`config.mk`:
```
export PLATFORM = sky130hd
export DESIGN_NAME = lcm_calc
export DESIGN_NICKNAME = d
export VERILOG_FILES = /design/src/rtl/gcd_pkg.sv /design/src/rtl/lcm_div_step.sv /design/src/rtl/lcm_calc.sv
export SDC_FILE = /design/constraint.sdc
export NUM_CORES = 1
export LEC_CHECK = 0
export ABC_AREA = 1
export CORE_MARGIN = 10
export CORE_UTILIZATION = 58
export CTS_CLUSTER_DIAMETER = 80
export DETAILED_ROUTE_END_ITERATION = 8
export DONT_BUFFER_PORTS = 1
export HOLD_SLACK_MARGIN = 0.05
export PLACE_DENSITY = 0.88
export SETUP_SLACK_MARGIN = 0.2
export SYNTH_ARGS = -nofsm -noshare
export SYNTH_HDL_FRONTEND = slang
export SYNTH_HIERARCHICAL = 1
export SYNTH_SLANG_ARGS = --single-unit
```
`constraint.sdc`:
```
create_clock -name clk -period 2.26 [get_ports clk]
set_input_delay 0.226 -clock clk [delete_from_list [all_inputs] [get_ports clk]]
set_output_delay 0.226 -clock clk [all_outputs]
set_load 0.01 [all_outputs]
```
`src/rtl/gcd_pkg.sv`:
```
// Shared definitions for the gcd -> lcm pipeline: LCM FSM states, default
// operand width and step-counter sizing.
package gcd_pkg;

    typedef enum logic [1:0] {
        IDLE = 2'd0,
        DIV  = 2'd1,
        MUL  = 2'd2,
        DONE = 2'd3
    } lcm_state_t;

    localparam int GCD_W = 8;

    // Counter must be able to hold the step count W itself.
    function automatic int step_cnt_w(input int w);
        return $clog2(w + 1);
    endfunction

endpackage

```
`src/rtl/lcm_div_step.sv`:
```
// One combinational restoring-division step: shift in the next dividend bit,
// subtract the divisor when it fits and emit the quotient bit.
module lcm_div_step
    import gcd_pkg::*;
#(
    parameter int W = GCD_W
) (
    input  logic [W-1:0] i_rem,
    input  logic         i_bit,
    input  logic [W-1:0] i_div,
    output logic [W-1:0] o_rem,
    output logic         o_q
);

    logic [W:0] w_shift;

    assign w_shift = {i_rem, i_bit};
    assign o_q     = (w_shift >= {1'b0, i_div});
    // The incoming remainder is below the divisor, so the difference fits in W bits.
    assign o_rem   = o_q ? W'(w_shift - {1'b0, i_div}) : w_shift[W-1:0];

endmodule

```
`src/rtl/lcm_calc.sv`:
```
// Serial LCM stage: lcm = (data_a / gcd) * data_b via an 8-step restoring divider
// followed by an 8-step shift-add multiplier. Optional LCM_CHECK_EN adds the err path.
module lcm_calc
    import gcd_pkg::*;
#(
    parameter int W = GCD_W
) (
    input  logic           clk,
    input  logic           rst,
    input  logic           clk_en,
    input  logic           in_valid,
    output logic           in_ready,
    input  logic [W-1:0]   data_a,
    input  logic [W-1:0]   data_b,
    input  logic [W-1:0]   gcd,
    output logic           out_valid,
    input  logic           out_ready,
    output logic [2*W-1:0] lcm,
    output logic           err
);

    localparam int              CNT_W = step_cnt_w(W);
    localparam logic [CNT_W-1:0] LAST = CNT_W'(W - 1);

    lcm_state_t       r_state;
    lcm_state_t       w_next;
    logic [W-1:0]     r_a;
    logic [2*W-1:0]   r_bsh;
    logic [W-1:0]     r_g;
    logic [W-1:0]     r_q;
    logic [W-1:0]     r_rem;
    logic [CNT_W-1:0] r_cnt;
    logic [2*W-1:0]   r_acc;
    logic [2*W-1:0]   r_lcm;

    logic             w_zero_op;
    logic             w_zero_g;
    logic             w_last;
    logic [W-1:0]     w_div_rem;
    logic             w_div_q;
    logic [2*W-1:0]   w_acc_nx;

    assign w_zero_op = (data_a == '0) || (data_b == '0);
    assign w_zero_g  = (gcd == '0);
    assign w_last    = (r_cnt == LAST);
    assign w_acc_nx  = r_acc + (r_q[0] ? r_bsh : '0);

    lcm_div_step #(.W(W)) u_div_step (
        .i_rem (r_rem),
        .i_bit (r_a[W-1]),
        .i_div (r_g),
        .o_rem (w_div_rem),
        .o_q   (w_div_q)
    );

    // NOTE: sequential state uses <= so every register updates from pre-edge values.
    always_ff @(posedge clk) begin
        if (rst) begin
            r_state <= IDLE;
        end else if (clk_en) begin
            r_state <= w_next;
        end
    end

    // NOTE: every always_comb output gets a default first, so no latch is inferred.
    always_comb begin
        w_next = r_state;
        case (r_state)
            IDLE:    if (in_valid) w_next = (w_zero_op || w_zero_g) ? DONE : DIV;
            DIV:     if (w_last) w_next = MUL;
            MUL:     if (w_last) w_next = DONE;
            DONE:    if (out_ready) w_next = IDLE;
            default: w_next = IDLE;
        endcase
    end

    always_comb begin
        in_ready  = 1'b0;
        out_valid = 1'b0;
        case (r_state)
            IDLE:    in_ready  = 1'b1;
            DONE:    out_valid = 1'b1;
            default: ;
        endcase
    end

`ifdef LCM_CHECK_EN
    logic r_err;
    assign err = r_err;
`else
    assign err = 1'b0;
`endif

    always_ff @(posedge clk) begin
        if (rst) begin
            r_a   <= '0;
            r_bsh <= '0;
            r_g   <= '0;
            r_q   <= '0;
            r_rem <= '0;
            r_cnt <= '0;
            r_acc <= '0;
            r_lcm <= '0;
`ifdef LCM_CHECK_EN
            r_err <= 1'b0;
`endif
        end else if (clk_en) begin
            case (r_state)
                IDLE: begin
                    if (in_valid) begin
                        r_a   <= data_a;
                        r_bsh <= {{W{1'b0}}, data_b};
                        r_g   <= gcd;
                        r_q   <= '0;
                        r_rem <= '0;
                        r_cnt <= '0;
                        r_acc <= '0;
                        r_lcm <= '0;
`ifdef LCM_CHECK_EN
                        r_err <= !w_zero_op && w_zero_g;
`endif
                    end
                end
                DIV: begin
                    r_a   <= r_a << 1;
                    r_rem <= w_div_rem;
                    r_q   <= {r_q[W-2:0], w_div_q};
                    r_cnt <= w_last ? '0 : r_cnt + 1'b1;
                end
                MUL: begin
                    r_acc <= w_acc_nx;
                    r_bsh <= r_bsh << 1;
                    r_q   <= r_q >> 1;
                    r_cnt <= w_last ? '0 : r_cnt + 1'b1;
                    if (w_last) begin
`ifdef LCM_CHECK_EN
                        // A leftover remainder means g does not divide a.
                        if (r_rem != '0) begin
                            r_lcm <= '0;
                            r_err <= 1'b1;
                        end else begin
                            r_lcm <= w_acc_nx;
                        end
`else
                        r_lcm <= w_acc_nx;
`endif
                    end
                end
                default: ;
            endcase
        end
    end

    assign lcm = r_lcm;

endmodule
```
After elaboration in Yosys (flattened, before gate mapping). Cells that the tools add are included.

Reduce and logical (&&, ||, !) cells: 18. Order comparisons: 1. Eq/ne operators: 8. Add/subtract/negate cells: 3. Multiplexer cells: 24.

Operators by type and width (count): one-hot mux 16 bit (2 select lines) (3); 2-to-1 mux 16 bit (4); one-hot mux 8 bit (2 select lines) (2); zero test 8 bit (3); 2-to-1 mux 8 bit (3); one-hot mux 8 bit (3 select lines) (1); adder 16 bit (1); AND reduction 3 bit (5); 2-to-1 mux 2 bit (5); >= comparator 9 x 8 -> 1 bit (1); 2-to-1 mux 4 bit (2); inequality test 2 bit, second input constant (4); one-hot mux 2 bit (4 select lines) (1); one-hot mux 4 bit (2 select lines) (1); subtractor 8 bit (1); nonzero test 2 bit (3); AND reduction 5 bit (1); adder 4 x 1 -> 4 bit, second input constant (1); equality test 2 bit, second input constant (2); equality test 4 x 3 -> 1 bit, second input constant (1); AND reduction 4 bit (1); nonzero test 3 bit (1); equality test 2 x 1 -> 1 bit, second input constant (1); zero test 2 bit (1); other kinds (3) (5).

Input port bits: 29. Output and inout bits: 19. Logic and storage cells: 63. Flip-flop bits (word level): 86.

Logic depth before layout (Yosys ltp). Gate-level depths: netlist of the first run.

Depth after elaboration: 6. Mapped depth: 15. Depth with buffers taken out: 13.

By module. Netlist of the first run, hierarchy kept.

By module, submodules not included: lcm_calc (cells an instance 655, seq. area each 1721.7 um^2, instances 1, area an instance 4496.8 um^2); lcm_div_step (cells an instance 109, seq. area each 0.0 um^2, instances 1, area an instance 654.4 um^2).

Worst setup path before layout of the first run. OpenSTA, ideal clock, no wires.

Kind: register -> register. Start: register r_q[0]. End: register r_acc[4]. Setup time: 0.070 ns. Data arrival time: 2.110 ns. Clock period less this slack: 2.181 ns. Data required time: 2.190 ns. Setup slack: 0.079 ns. Cell stages (with the launch flop): 15. Path buffers: 2. Path through: dfxtp_1 clkbuf_1 clkbuf_1 nand2_1 inv_1 ha_1 inv_1 fa_1 inv_1 nand3_1 nand3_1 nor2_1 nor3_1 nand2_1 a21oi_1.

Cells in the longest elaborated chain, start to end: 3.

Ends and longest elaborated chain: start, declared (line lcm_calc.sv:30) `logic [W-1:0] r_q;`; start signal, assigned (line lcm_calc.sv:127) `r_q <= {r_q[W-2:0], w_div_q};`; start signal, assigned (line lcm_calc.sv:133) `r_q <= r_q >> 1;`; 2-to-1 mux 16 bit (line lcm_calc.sv:46) `assign w_acc_nx = r_acc + (r_q[0] ? r_bsh : '0);`; adder 16 bit (line lcm_calc.sv:46); one-hot mux 16 bit (2 select lines) (line lcm_calc.sv:108) `case (r_state)`; end signal, assigned (line lcm_calc.sv:131) `r_acc <= w_acc_nx;`; end, declared (line lcm_calc.sv:33) `logic [2*W-1:0] r_acc;`.

Every way passes these cells. A chain may end at the register's enable or synchronous reset.

Worst setup path in the final report of the first run.
Start: register r_state[0]. End: register r_q[4].

Cells in the longest elaborated chain, start to end: 3. Elaborated cells on any way between the ends: 7. Classes of those cells: 3 x eq/ne; 1 x mux; 3 x reduce/logical.

Ends and longest elaborated chain: start, declared (line lcm_calc.sv:25) `lcm_state_t r_state;`; start signal, assigned (line lcm_calc.sv:61) `r_state <= w_next;`; equality test 2 bit, or another cell as far along (line lcm_calc.sv:108); nonzero test 3 bit (no line) or inequality test 2 bit (tied branches); AND reduction 3 bit (no line).

Several ways; a longest one is shown, not always the timed one.

==> results of run 1 <==
==> worst max-delay path, stage by stage (launching register included) <==
cell and delay, ns:
dfxtp_1 0.41, inv_1 0.09, ha_1 0.43, inv_1 0.12
a21oi_4 0.24, inv_2 0.17, o21ai_0 0.28, a21oi_1 0.07
==> per-layer routing <==
layer  global-route usage (%)  vias up  wire, um
met5                        0        -         0
met4                    7.435        0       374
met1                    21.89     2260      5178
met2                    33.83      159      6362
li1                         -     2503         -
met3                    4.298       42       769
==> what timing repair did <==
action | 4_1_cts | 5_1_grt
pin swaps | 0 | 2
setup buffers | 0 | 0
hold endpoints to repair | 40 | 26
endpoints found under the setup margin | 2 | 45
gates resized for setup | 1 | 25
==> registers in the layout, summed over array words and instances, names as in the netlist <==
register  count
lcm          16
r_a           8
r_acc        16
r_bsh        16
r_cnt         4
r_g           8
r_q           8
r_rem         8
r_state       2
==> power by group <==
group	internal, mW	total, mW	switching, mW
Sequential	1.70	1.86	0.155
Combinational	0.510	1.41	0.903
Clock	0.512	1.11	0.594
==> worst min-delay path by stage <==
stage                          from  slack (ns)  cells after the start        to
after global routing            rst       -0.09                      1  r_cnt[1]
after floorplan           data_b[0]        0.39                      2  r_bsh[0]
after global placement          rst        0.30                      1    r_a[0]
after CTS                       rst       -0.08                      1  r_acc[0]
final                           rst       -0.08                      1  r_cnt[1]
after detailed placement        rst        0.30                      1  r_cnt[1]
==> cells by family (layout without fill, tap and decap cells) <==
kind of cell / after synthesis / count (layout) / share of synthesized area (%)
buffers and inverters: 142 / 156 / 11.56
AND/OR/NAND/NOR: 332 / 332 / 29.24
other: 1 / 1 / 0.07280
AO/OA/AOI/OAI: 169 / 169 / 17.44
adder cells (fa/ha/maj): 30 / 30 / 7.578
XOR/XNOR: 4 / 4 / 0.6802
flip-flops: 86 / 86 / 33.42
==> through the flow <==
stage               hold WS, ns  cell area (um2)  utilization, %  instances  power, mW
finish                 -0.07952             5695           65.63        886      4.375
global route           -0.09315             5695           65.63        886      4.640
CTS                    -0.08453             5578           64.27        886      4.333
detailed placement       0.3023             5249           60.48        857      3.213
global placement         0.3002             5249           60.48        857      3.154
floorplan                0.3861             5156               -        764      2.942
==> cells in the final DEF, fill, tap and decap left out, types with 2 or more instances in the layout <==
| cell | n |
|---|---|
| nand3b_1 | 3 |
| nand4_1 | 3 |
| nor2_1 | 32 |
| a21oi_1 | 76 |
| nor2_4 | 4 |
| o21ai_4 | 2 |
| nand2_4 | 3 |
| nand2_2 | 13 |
| ha_4 | 3 |
| clkinvlp_4 | 5 |
| nand2_8 | 2 |
| dfxtp_1 | 85 |
| dlygate4sd3_1 | 13 |
| inv_1 | 100 |
| nand3_2 | 2 |
| a31oi_1 | 14 |
| nand3_1 | 56 |
| buf_6 | 2 |
| and3_1 | 2 |
| nand2_1 | 191 |
| o22ai_1 | 7 |
| clkbuf_8 | 9 |
| nor2_2 | 2 |
| nor3_1 | 7 |
| o21ai_0 | 33 |
| a21oi_2 | 5 |
| inv_2 | 7 |
| clkinv_1 | 3 |
| buf_12 | 2 |
| nor4_1 | 6 |
| or2_2 | 2 |
| xnor2_1 | 2 |
| o21ai_1 | 31 |
| buf_4 | 11 |
| ha_1 | 24 |
==> layout make-up <==
class                      instances  area share (%)
clock buffer                       9           2.175
multi-input combinational        536           51.54
tap                              108           2.373
clock inverter                     7           1.296
timing repair buffer              28           4.833
inverter                         112           7.491
sequential                        86           30.29
==> reports/metrics.yaml, run 1 <==
status: "finished, violations left"
violations: "negative hold slack"
vdd_drop_max_v: 0.0004399
leakagePower_nw: 2.611
port_buffers: 0
endpoint: "r_q[4]"
die_y_um: 114.2
cts_max_path_buffers: 2
ff_latch_area_um2: 1725
die_w_um: 114.2
syn_avg_cell_area_um2: 6.742
rsz0062_at_grt: "no"
num_rows: 34
critPathCaptureType: "flip-flop"
finalNetCount: 832
fin_ws_ns: 0.3249
ys_seq_area_share_pct: 33.42
ff2ff_path_depth: 7
slew_violations: 0
synth_nets: 823
hpwl_um: 9183
cp.required_ns: 2.51
ys_async_sr_fraction_pct: 0
drt_wl_total_um: 12690
root_buffer: "clkbuf_8"
netlist_area_um2: 5151
synth_common_cells: "193 x nand2_1, 101 x inv_1, 86 x dfxtp_1"
yosys_warnings: 6
period_share_pct: 85.63
cts_tree: "yes"
ys.flop_type: "dfxtp_1"
synth_most_common_cell: "nand2_1"
start_kind: "flip-flop"
wire_per_inst_um: 14.32
path_clk_slew_ns: 0.09
grt_pass1_wl_um: 21220
min_period_ns: 1.935
viasPerCell: 5.603
cts_buffers: 9
hold_slack_ns: -0.07952
place_congestion: 0.8840
fmax_mhz: 516.8
dieArea_um2: 13050
first_pass_iters: 5
yosys_register_bits: 86
start_util_pct: 59.36
regToRegEndpoint: "r_q[4]"
grt_max_degree: 48
synthTopCellsByArea: "dfxtp_1 33%, nand2_1 14%, a21oi_1 7.9%"
yosysTopAreaCellShare_pct: 33.42
path_max_fanout: 18
hold_class: "in -> reg"
synthCells: 764
max-cap-violations: 0
finalSetupTns_ns: 0
design.portCount: 48
antenna_found_initial: 0
drc: 0
crit_start: "r_state[0]"
fin_skew_ns: 0.01010
path_class: "reg -> reg"
overflow: 0
drive_gt1_share_pct: 11.05
clock-sinks: 86
cellPowerDensity_nw_per_um2: 768.2
r2r_slack_ns: 0.32
clkLatencyLatePin_ns: 0.36
vias: 4964
r2r_start: "r_state[0]"
post-place-ws_ns: 0.2236
htreeDepth: 3
grt_pass1_vias: 4704
worstPathArrival_ns: 2.19
grt.total_usage_pct: 19.16
yosysTopAreaCell: "dfxtp_1"
first_iter_violations: 408
area.growth.synth_to_final_pct: 10.57
synth.distinct_cells: 38
core_area_um2: 8678
synth-edff-count: 0
multiInputGateArea_um2: 2935
finalHoldViolCount: 25
ctsHoldBuffers: 13
fillCellCount: 731
diodes: 0
final_antenna_net_count: 0
setup_violations: 0
Note: power is estimated with default switching activity, not from simulation.
==> run 2: changes to the inputs <==
--- a/config.mk
+++ b/config.mk
@@ -9,6 +9,7 @@
 export CORE_MARGIN = 10
 export CORE_UTILIZATION = 58
 export CTS_CLUSTER_DIAMETER = 80
+export CTS_CLUSTER_SIZE = 25
 export DETAILED_ROUTE_END_ITERATION = 8
 export DONT_BUFFER_PORTS = 1
 export HOLD_SLACK_MARGIN = 0.05
==> results of run 2 <==
Final layout, timing and power as in run 1 (identical DEF).
